<file path="src/rtl/sar_search.sv">
// -----------------------------------------------------------------------------
// sar_search
//   Successive-approximation controller built around one external magnitude
//   comparator. The trial value drives the comparator's B operand. The unknown
//   byte on the A operand is recovered by an MSB-first binary search, which
//   sets and clears trial bits directly.
//
// Ports
//   clk     in   rising-edge clock
//   rst_n   in   asynchronous active-low reset
//   start   in   search request, sampled only while idle
//   cmp_eq  in   comparator A == trial
//   cmp_lt  in   comparator A <  trial
//   cmp_gt  in   comparator A >  trial
//   trial   out  registered trial value driven to comparator B
//   busy    out  high while searching or verifying
//   done    out  one-cycle completion pulse
//   found   out  result confirmed equal to A (held until next start)
//   err     out  comparator flags were not one-hot (held until next start)
//   result  out  recovered value (held until next start)
// -----------------------------------------------------------------------------
module sar_search #(
    parameter int WIDTH      = 8,
    parameter bit EARLY_EXIT = 1'b1
) (
    input  logic             clk,
    input  logic             rst_n,
    input  logic             start,
    input  logic             cmp_eq,
    input  logic             cmp_lt,
    input  logic             cmp_gt,
    output logic [WIDTH-1:0] trial,
    output logic             busy,
    output logic             done,
    output logic             found,
    output logic             err,
    output logic [WIDTH-1:0] result
);

    localparam int IW = (WIDTH > 1) ? $clog2(WIDTH) : 1;

    localparam logic [1:0] S_IDLE   = 2'd0;
    localparam logic [1:0] S_SEARCH = 2'd1;
    localparam logic [1:0] S_VERIFY = 2'd2;
    localparam logic [1:0] S_DONE   = 2'd3;

    logic [1:0]       state_q,  state_d;
    logic [WIDTH-1:0] trial_q,  trial_d;
    logic [WIDTH-1:0] result_q, result_d;
    logic [IW-1:0]    idx_q,    idx_d;
    logic             busy_q,   busy_d;
    logic             done_q,   done_d;
    logic             found_q,  found_d;
    logic             err_q,    err_d;

    logic [2:0] flags;
    logic       flags_ok;

    assign flags    = {cmp_eq, cmp_lt, cmp_gt};
    assign flags_ok = (flags == 3'b100) || (flags == 3'b010) || (flags == 3'b001);

    always_comb begin
        state_d  = state_q;
        trial_d  = trial_q;
        result_d = result_q;
        idx_d    = idx_q;
        found_d  = found_q;
        err_d    = err_q;

        case (state_q)
            S_IDLE: begin
                if (start) begin
                    state_d            = S_SEARCH;
                    trial_d            = '0;
                    trial_d[WIDTH-1]   = 1'b1;
                    idx_d              = IW'(WIDTH - 1);
                    found_d            = 1'b0;
                    err_d              = 1'b0;
                    result_d           = '0;
                end
            end

            S_SEARCH: begin
                if (!flags_ok) begin
                    state_d  = S_DONE;
                    err_d    = 1'b1;
                    found_d  = 1'b0;
                    result_d = trial_q;
                end else if (cmp_eq && EARLY_EXIT) begin
                    state_d  = S_DONE;
                    found_d  = 1'b1;
                    result_d = trial_q;
                end else begin
                    // A below the trial: this bit overshoots, so drop it.
                    // gt (and eq without early exit) keep the bit.
                    if (cmp_lt) begin
                        trial_d[idx_q] = 1'b0;
                    end
                    if (idx_q != '0) begin
                        trial_d[idx_q - IW'(1)] = 1'b1;
                        idx_d                   = idx_q - IW'(1);
                    end else begin
                        state_d = S_VERIFY;
                    end
                end
            end

            S_VERIFY: begin
                state_d  = S_DONE;
                result_d = trial_q;
                found_d  = cmp_eq;
                err_d    = !flags_ok;
            end

            S_DONE: begin
                state_d = S_IDLE;
            end

            default: begin
                state_d = S_IDLE;
            end
        endcase

        // Status outputs are registered from the next state so they line up
        // with the state they describe.
        busy_d = (state_d == S_SEARCH) || (state_d == S_VERIFY);
        done_d = (state_d == S_DONE);
    end

    always_ff @(posedge clk or negedge rst_n) begin
        if (!rst_n) begin
            state_q  <= S_IDLE;
            trial_q  <= '0;
            result_q <= '0;
            idx_q    <= IW'(WIDTH - 1);
            busy_q   <= 1'b0;
            done_q   <= 1'b0;
            found_q  <= 1'b0;
            err_q    <= 1'b0;
        end else begin
            state_q  <= state_d;
            trial_q  <= trial_d;
            result_q <= result_d;
            idx_q    <= idx_d;
            busy_q   <= busy_d;
            done_q   <= done_d;
            found_q  <= found_d;
            err_q    <= err_d;
        end
    end

    assign trial  = trial_q;
    assign result = result_q;
    assign busy   = busy_q;
    assign done   = done_q;
    assign found  = found_q;
    assign err    = err_q;

endmodule

</file>
<file path="config.mk">
export PLATFORM = sky130hd
export DESIGN_NAME = sar_search
export DESIGN_NICKNAME = d
export VERILOG_FILES = /design/src/rtl/sar_search.sv
export SDC_FILE = /design/constraint.sdc
export NUM_CORES = 1
export LEC_CHECK = 0
export BUFFER_PORTS_ARGS = -buffer_cell sky130_fd_sc_hd__buf_2
export CELL_PAD_IN_SITES_DETAIL_PLACEMENT = 1
export CELL_PAD_IN_SITES_GLOBAL_PLACEMENT = 2
export CORE_MARGIN = 10
export CORE_UTILIZATION = 37
export CTS_BUF_LIST = sky130_fd_sc_hd__clkbuf_4
export CTS_CLUSTER_DIAMETER = 80
export DETAILED_ROUTE_END_ITERATION = 8
export PLACE_DENSITY_LB_ADDON = 0.2
export SETUP_SLACK_MARGIN = 0.2
export SYNTH_ARGS = -nofsm -noshare
export SYNTH_HDL_FRONTEND = slang
export SYNTH_SLANG_ARGS = --single-unit
</file>
<file path="constraint.sdc">
create_clock -name clk -period 3.3 [get_ports clk]
set_input_delay 0.33 -clock clk [delete_from_list [all_inputs] [get_ports clk]]
set_output_delay 0.33 -clock clk [all_outputs]
set_load 0.005 [all_outputs]
</file>
## Word-level counts from Yosys, hierarchy flattened

Index checks and enable logic that the tools add are counted.

| word-level totals | value |
|---|---|
| bits in registers | 25 |
| logic and storage cells | 78 |
| input bits | 6 |

| cells by class | value |
|---|---|
| equal/unequal tests | 15 |
| add/sub/neg operators | 1 |
| order comparisons | 4 |
| bitwise operators | 3 |
| multiplexer cells | 33 |
| reductions and logical operators | 14 |

Operator list:

| operator | count |
|---|---|
| two-way mux 8 bit | 11 |
| one-hot mux 8 bit (3 select lines) | 1 |
| one-hot mux 8 bit (2 select lines) | 1 |
| two-way mux 3 bit | 4 |
| inequality test 2 bit (second input constant) | 5 |
| AND 8 bit | 1 |
| equality test 2 bit (second input constant) | 4 |
| less-than comparator 3 x 4 -> 1 bit (second input constant) | 2 |
| two-way mux 2 bit | 4 |
| inverter 8 bit | 1 |
| bitwise OR 8 bit | 1 |
| one-hot mux 2 bit (4 select lines) | 1 |
| demux 1 bit (select 3 bit) | 2 |
| >= comparator 3 x 1 -> 1 bit (second input constant) | 2 |
| two-way mux 1 bit | 6 |
| one-hot mux 1 bit (3 select lines) | 2 |
| one-hot mux 3 bit (2 select lines) | 1 |
| AND reduction 3 bit | 2 |
| nonzero test 3 bit | 2 |
| AND reduction 5 bit | 1 |
| equality test 2 x 1 -> 1 bit (second input constant) | 2 |
| AND reduction 4 bit | 1 |
| equality test 3 x 1 -> 1 bit (second input constant) | 1 |
| equality test 3 x 2 -> 1 bit (second input constant) | 1 |
| other kinds (8) | 11 |

## Longest topological paths before layout

Gate-level depths: netlist of the first run.

| depth | value |
|---|---|
| word-level depth | 15 |
| mapped depth | 8 |

## Worst setup path before layout of the first run

Ideal clock, no wire load.

| timing | value |
|---|---|
| path kind | reg2reg |
| start | register state_q[1] |
| end | register trial_q[7], in the netlist trial[7] |
| slack | 1.495 ns |
| library setup time | 0.128 ns |
| clock period less this slack | 1.805 ns |
| arrival | 1.677 ns |
| stages on the path, launching flop included | 9 |
| path buffers | 2 |
| required time | 3.172 ns |
| cells stage by stage | dfrtp_1 inv_1 ha_1 buf_2 inv_1 or4_4 buf_6 o21ai_2 o21ai_1 |

| between the ends | value |
|---|---|
| cells in the longest elaborated chain, start to end | 3 |

Ends and longest elaborated chain:

| item | RTL line | RTL |
|---|---|---|
| from (decl) | 47 | `logic [1:0] state_q, state_d;` |
| from (signal assigned) | 141 | `state_q <= state_d;` |
| equality test 2 x 1 -> 1 bit or logical NOT 2 bit (tied branches) | 70 | `case (state_q)` |
| inequality test 2 bit (no source line) or nonzero test 2 bit (tied branches) | -- |  |
| AND reduction 4 bit (no source line) | -- |  |
| to (signal assigned) | 142 | `trial_q <= trial_d;` |
| to (decl) | 48 | `logic [WIDTH-1:0] trial_q, trial_d;` |

Parallel ways exist; a longest one is shown, timed or not.
A chain may end at the register's enable or synchronous reset.

## Worst setup path in the final report of the first run

| timing | value |
|---|---|
| start | register idx_q[0] |
| end | register trial_q[4], in the netlist trial[4] |

| between the ends | value |
|---|---|
| cells in the longest elaborated chain, start to end | 15 |

Ends and longest elaborated chain:

| item | RTL line | RTL |
|---|---|---|
| from (decl) | 50 | `logic [IW-1:0] idx_q, idx_d;` |
| from (signal assigned) | 135 | `idx_q <= IW'(WIDTH - 1);` |
| from (signal assigned) | 144 | `idx_q <= idx_d;` |
| less-than comparator 3 x 4 -> 1 bit (implied by the code) or >= comparator 3 x 1 -> 1 bit (tied branches) | 97 | `trial_d[idx_q] = 1'b0;` |
| logical AND 1 bit (implied by the code) | 97 |  |
| two-way mux 1 bit (implied by the code) | 97 |  |
| demux 1 bit (select 3 bit) | 97 |  |
| inverter 8 bit (no source line) | -- |  |
| AND 8 bit (no source line) | -- |  |
| two-way mux 8 bit | 96 | `if (cmp_lt) begin` |
| two-way mux 8 bit | 89 | `end else if (cmp_eq && EARLY_EXIT) begin` |
| two-way mux 8 bit | 84 | `if (!flags_ok) begin` |
| two-way mux 8 bit | 70 |  |
| bitwise OR 8 bit (no source line) | -- |  |
| two-way mux 8 bit * | 99 | `if (idx_q != '0) begin` |
| two-way mux 8 bit * | 89 |  |
| two-way mux 8 bit * | 84 |  |
| one-hot mux 8 bit (2 select lines) * | 70 |  |

Mark *: on every way between the ends. The rest lies on a longest branch, timed or not. The select of a mux whose other input is x is not followed.

==> flow_summary.toml, run 1 <==
[global_route]
grt_overflow_total = 0
antenna_found_initial = 0
grt_use_total = 0.114
grt_pass1_vias = 1204
grt_max_degree = 26
grt_pass1_wl_mm = 5.99

[clocking]
clk_pin_slew_ps = 170
post_cts_resized = 0
cts.sinks = 25
cts_tree = "built"
htreeDepth = 1
cts-buffers-inserted = 3
clkLatencyLatePin_ps = 340
clockBufferDepth = 2
cts_setup_buffers = 0
clockRootBuffer = "clkbuf_4"

[route]
drt_first_pass_iters = 4
postRouteAntennaNets = 0
drt_iter0_drc = 34
post_drt_wl_per_cell_um = 16.5
wl_mm = 3.58
drc = 0
routed-via-count = 1152
viasPerCell = 5.31

[worst_hold_path]
min_path_type = "in -> reg"

[place]
finalWeightedCongestion = 0.804
hpwl_mm = 2.73
io_buffers = 25

[synthesis]
synth_top_area_share = 0.397
ys_seq_area_frac = 0.454
avgSynthCellArea_um2 = 9.50
synth-adder-area-share = 0.0632
synthCells = 146
synth_compound_area_frac = 0.235
synth.cell_area_um2 = 1390
ys.flop_type = "dfrtp_1"
muxShareOfSynthArea = 0
ys_types = 34
synth_top_family_by_area = "compound AO/OA/AOI/OAI gates"
synth-seq-cells = 25
yosysWarnings = 0
synth_nets = 159
synth_top_area_cell = "dfrtp_1"
synth_edf_count = 0
async_flop_share = 1.00
synth_area_leaders = "dfrtp_1 (40%), ha_1 (6.3%), nand2_1 (6.0%), dfstp_2 (5.7%), o21ai_0 (4.7%)"
synth_xor_xnor_area_share = 0.0181
synthSimpleGateAreaFrac = 0.177

[worst_setup_path]
cp_data_required_time_ps = 3580
slowest_stage = "dfstp_2"
cp_cell_sequence = "inv_1, ha_1, or3b_2, o21ai_0, a32oi_1, o2bb2ai_1"
worst-path-max-fanout = 12
cpPeakStageDelay_ps = 680
crit_type = "reg -> reg"
end_kind = "flip-flop"
critPathLaunchType = "flip-flop"
arrival_ps = 2400
crit_buf_inv = 1
cp_top_family = "flip-flops"

[final_layout]
area_delta_synth_final_pct = 13.1
finalNetCount = 183
layout_commonest_cell = "buf_2"
final_cell_mix = "buf_2 (25), nand2_1 (22), dfrtp_1 (22)"
n_antenna_cell = 0
utilization = 0.431
drive_gt1_frac = 0.219

[power]
p_per_area_nw_per_um2 = 808
p_sw_mw = 0.577
p_total_mw = 1.27
p_int_mw = 0.690
ir_worst_vdd_uv = 210
p_seq_frac = 0.389
switching_share = 0.455
combPwrFrac = 0.490
p_leak_nw = 0.733
clkPwrFrac = 0.121

[sta]
post-route-period-util = 0.642
clock.fmax_mhz = 472
max_slew_margin = 0.585
skew_ps = 16.7
max_slew.worst_pin.slew_ps = 621
hold_viol_final = 0
rsz0062_at_grt = "false"
setup_viol = 0
min_period_ps = 2120
final.setup.tns_ps = 0
slew_violations = 0

[die]
rows = 22
io_pins = 26
core_area_um2 = 3630
fp.dieH_um = 81.2
start_util = 0.382
dieArea_um2 = 6600
dieWidth_um = 81.2

[job]
cap_violations = 0

[outcome]
status = "complete, no violations"
timing repair:
| action | 4_1_cts | 5_1_grt |
|---|---|---|
| endpoints found under the setup margin | 0 | 0 |
| hold buffers | 1 | 0 |
| endpoints found under the hold margin | 22 | 0 |
final cells by class:
cell class                 count  area, um^2
timing repair buffer          26         135
clock buffer                   3        22.5
tap                           48        60.1
multi-input combinational    106         683
clock inverter                 1        7.51
fill                         451        2070
sequential                    25         629
inverter                       8        30.0
worst register-to-register path: stages (launching register included):
cell	delay, ps
dfstp_2	680
inv_1	140
ha_1	260
or3b_2	460
o21ai_0	220
a32oi_1	170
o2bb2ai_1	150
path summary, 6_finish.rpt:
| kind | from | endpoint | slack, ps | cells past startpoint |
|---|---|---|---|---|
| min in group asynchronous | rst_n | err | 490 | 2 |
| setup / recovery | idx_q[0] | trial[4] | 1180 | 6 |
| setup reg to reg | idx_q[0] | trial[4] | 1180 | 6 |
| hold / removal | cmp_lt | trial[7] | 410 | 4 |
| hold reg to reg | result[3] | result[3] | 500 | 2 |
| max in group asynchronous | rst_n | idx_q[0] | 2410 | 2 |
registers in the layout, summed over array words and instances, names as in the netlist:
signal / cells
busy: 1
trial: 8
idx_q: 3
state_q: 2
done: 1
found: 1
result: 8
err: 1
power groups by stage:
stage	clock network, mW	registers [mW]	logic [mW]
3_3_place_gp	0	0.495	0.613
4_1_cts	0.161	0.493	0.635
3_5_place_dp	0	0.500	0.632
5_1_grt	0.173	0.512	0.708
6_report	0.154	0.493	0.620
2_1_floorplan	0	0.470	0.458
cells by family (layout without fill, tap and decap cells):
kind of cell / count (synthesis) / count (layout)
compound gates: 45 / 45
xor+xnor: 2 / 2
fa+ha+maj: 7 / 7
buf+inv: 15 / 38
flops: 25 / 25
simple gates: 52 / 52
routing by layer:
metal,vias up,global-route usage,share of wire
met3,6,0.0353,0.055
met2,21,0.196,0.48
met4,0,0.0346,0.017
met1,554,0.134,0.45
li1,571,-,-
met5,-,0,0
cells in the mapped netlist, types with 3 or more instances:
cell type  number
o21ai_0        13
a22oi_1         5
nor2_1          9
clkbuf_1        3
dfstp_2         3
nor2b_1         4
nand2_1        22
nand4_1         3
o2bb2ai_1       7
inv_1           8
ha_1            7
dfrtp_1        22
nor3_1          4
nand3_1         5
a21oi_1         5
metrics by stage:
stage	cells	worst slack [ps]	hold slack, ps	instance area (um^2)
after floorplan	146	1490	34.4	1390
after global placement	212	1250	357	1530
after detailed placement	212	1210	371	1530
after CTS	217	1190	398	1570
after global routing	217	1030	430	1570
final	217	1180	406	1570
Power figures use the tool's default switching activity.
==> run 2: changes to the inputs <==
Settings changed: CORE_UTILIZATION 37 to 35.
Clock period 3.3 ns to 2 ns, I/O delays scaled along.
==> flow_summary.toml, run 2 (same netlist as run 1, synthesis figures left out) <==
[global_route]
grt_overflow_total = 0
grt_use_total = 0.115
grt_max_degree = 26
antenna_found_initial = 0
grt_pass1_wl_mm = 6.70
grt_pass1_vias = 1306

[worst_setup_path]
worstRegToRegCells = 6
cp_data_required_time_ps = 2220
arrival_ps = 2000
crit_buf_inv = 1
cp_cell_sequence = "inv_1, ha_1, nor2b_2, or4_4, a21oi_1, o21ai_1"
critPathLaunchType = "flip-flop"
slowest_stage = "or4_4"
cpPeakStageDelay_ps = 530
cp_top_family = "simple AND/OR/NAND/NOR gates"
r2r_end = "trial[7]"
end_kind = "flip-flop"
worst-path-max-fanout = 11
crit_cells = 6
r2r_setup_slack_ps = 220
crit_type = "reg -> reg"
worstSetupEndpoint = "trial[7]"
r2r_start = "state_q[0]"
cp-startpoint = "state_q[0]"

[final_layout]
finalInstanceArea_um2 = 1700
final_cell_mix = "buf_2 (25), dfrtp_1 (22), nand2_1 (21)"
area_delta_synth_final_pct = 22.4
layout_commonest_cell = "buf_2"
layout.cells.non_filler = 228
drive_gt1_frac = 0.328
n_antenna_cell = 0
ff_latch_area_um2 = 629
nFillCells = 459
finalNetCount = 194
multi_input_area_um2 = 732

[place]
hpwl_mm = 2.92
io_buffers = 25
finalWeightedCongestion = 0.837
dpl_cell_area_um2 = 1590
placed_cells = 220

[power]
p_total_mw = 2.34
p_per_area_nw_per_um2 = 1380
ir_worst_vdd_uv = 535
p_leak_nw = 0.790

[route]
drc = 0
viasPerCell = 5.30
post_drt_wl_per_cell_um = 17.1
drt_first_pass_iters = 4
routed-via-count = 1209
drt_iter0_drc = 58
postRouteAntennaNets = 0
wl_mm = 3.91

[sta]
hold_viol_final = 0
rsz0062_at_grt = "true"
clock.fmax_mhz = 562
post-route-period-util = 0.889
slew_violations = 0
max_slew.worst_pin.slew_ps = 570
setup_viol = 0
max_slew_margin = 0.620
whs_ps = 277
final.setup.tns_ps = 0
skew_ps = 2.39
min_period_ps = 1780

[clocking]
clockBufferDepth = 2
clkLatencyLatePin_ps = 320
clockRootBuffer = "clkbuf_4"
cts_tree = "built"
cts.sinks = 25
clk_pin_slew_ps = 150
htreeDepth = 1
cts-buffers-inserted = 3

[die]
core_area_um2 = 3740
dieWidth_um = 82.9
io_pins = 26
start_util = 0.370
fp.dieH_um = 82.9
rows = 22
dieArea_um2 = 6880

[outcome]
status = "complete, no violations"

[worst_hold_path]
min-delay-start = "start"
min_path_type = "in -> reg"
hold_depth = 4

[job]
cap_violations = 0
[run 2: per-stage QoR]
step                      utilization  setup slack, ps
final                           0.453              221
after global routing            0.453              131
after CTS                       0.443              196
after detailed placement        0.424              136
after global placement          0.424              174
after floorplan                     -              216
[run 2: final cells by class]
class | instances | area share
clock inverter | 1 | 0.00295
timing repair buffer | 37 | 0.128
inverter | 8 | 0.0177
sequential | 25 | 0.371
multi-input combinational | 106 | 0.431
tap | 48 | 0.0354
clock buffer | 3 | 0.0133
[run 2: power by group]
| part | total [mW] | switching [mW] | internal (mW) |
|---|---|---|---|
| Combinational | 1.31 | 0.753 | 0.560 |
| Sequential | 0.786 | 0.122 | 0.664 |
| Clock | 0.239 | 0.164 | 0.0750 |
| Total | 2.34 | 1.04 | 1.30 |
[run 2: repair_timing]
| item | CTS | global route |
|---|---|---|
| gates resized for setup | 5 | 9 |
| hold buffers | 1 | 0 |
| pin swaps | 0 | 1 |
| cloned | 0 | 0 |
| setup buffers | 3 | 0 |
| endpoints found under the hold margin | 22 | 0 |
| setup endpoints to repair | 10 | 5 |
[run 2: how the worst min path moves through the flow]
| stage | slack (ps) | end |
|---|---|---|
| global route | 260 | state_q[1] |
| global placement | 230 | err |
| finish | 280 | state_q[1] |
| CTS | 290 | trial[7] |
| detailed placement | 230 | err |
| floorplan | -100 | busy |
[run 2: worst reg2reg max path: cells and delay by family (launching register included)]
family | cells | cell delay, ps
flip-flops | 1 | 380
adder cells (fa/ha/maj) | 1 | 220
buffers and inverters | 1 | 80
AO/OA/AOI/OAI | 2 | 260
AND/OR/NAND/NOR | 2 | 730
[run 2: per-layer routing]
| metal | vias up | GRT usage | wire length (um) |
|---|---|---|---|
| li1 | 593 | - | - |
| met1 | 588 | 0.143 | 1860 |
| met2 | 23 | 0.193 | 1840 |
| met3 | 5 | 0.0264 | 166 |
| met4 | 0 | 0.0323 | 38 |
| met5 | - | 0 | 0 |
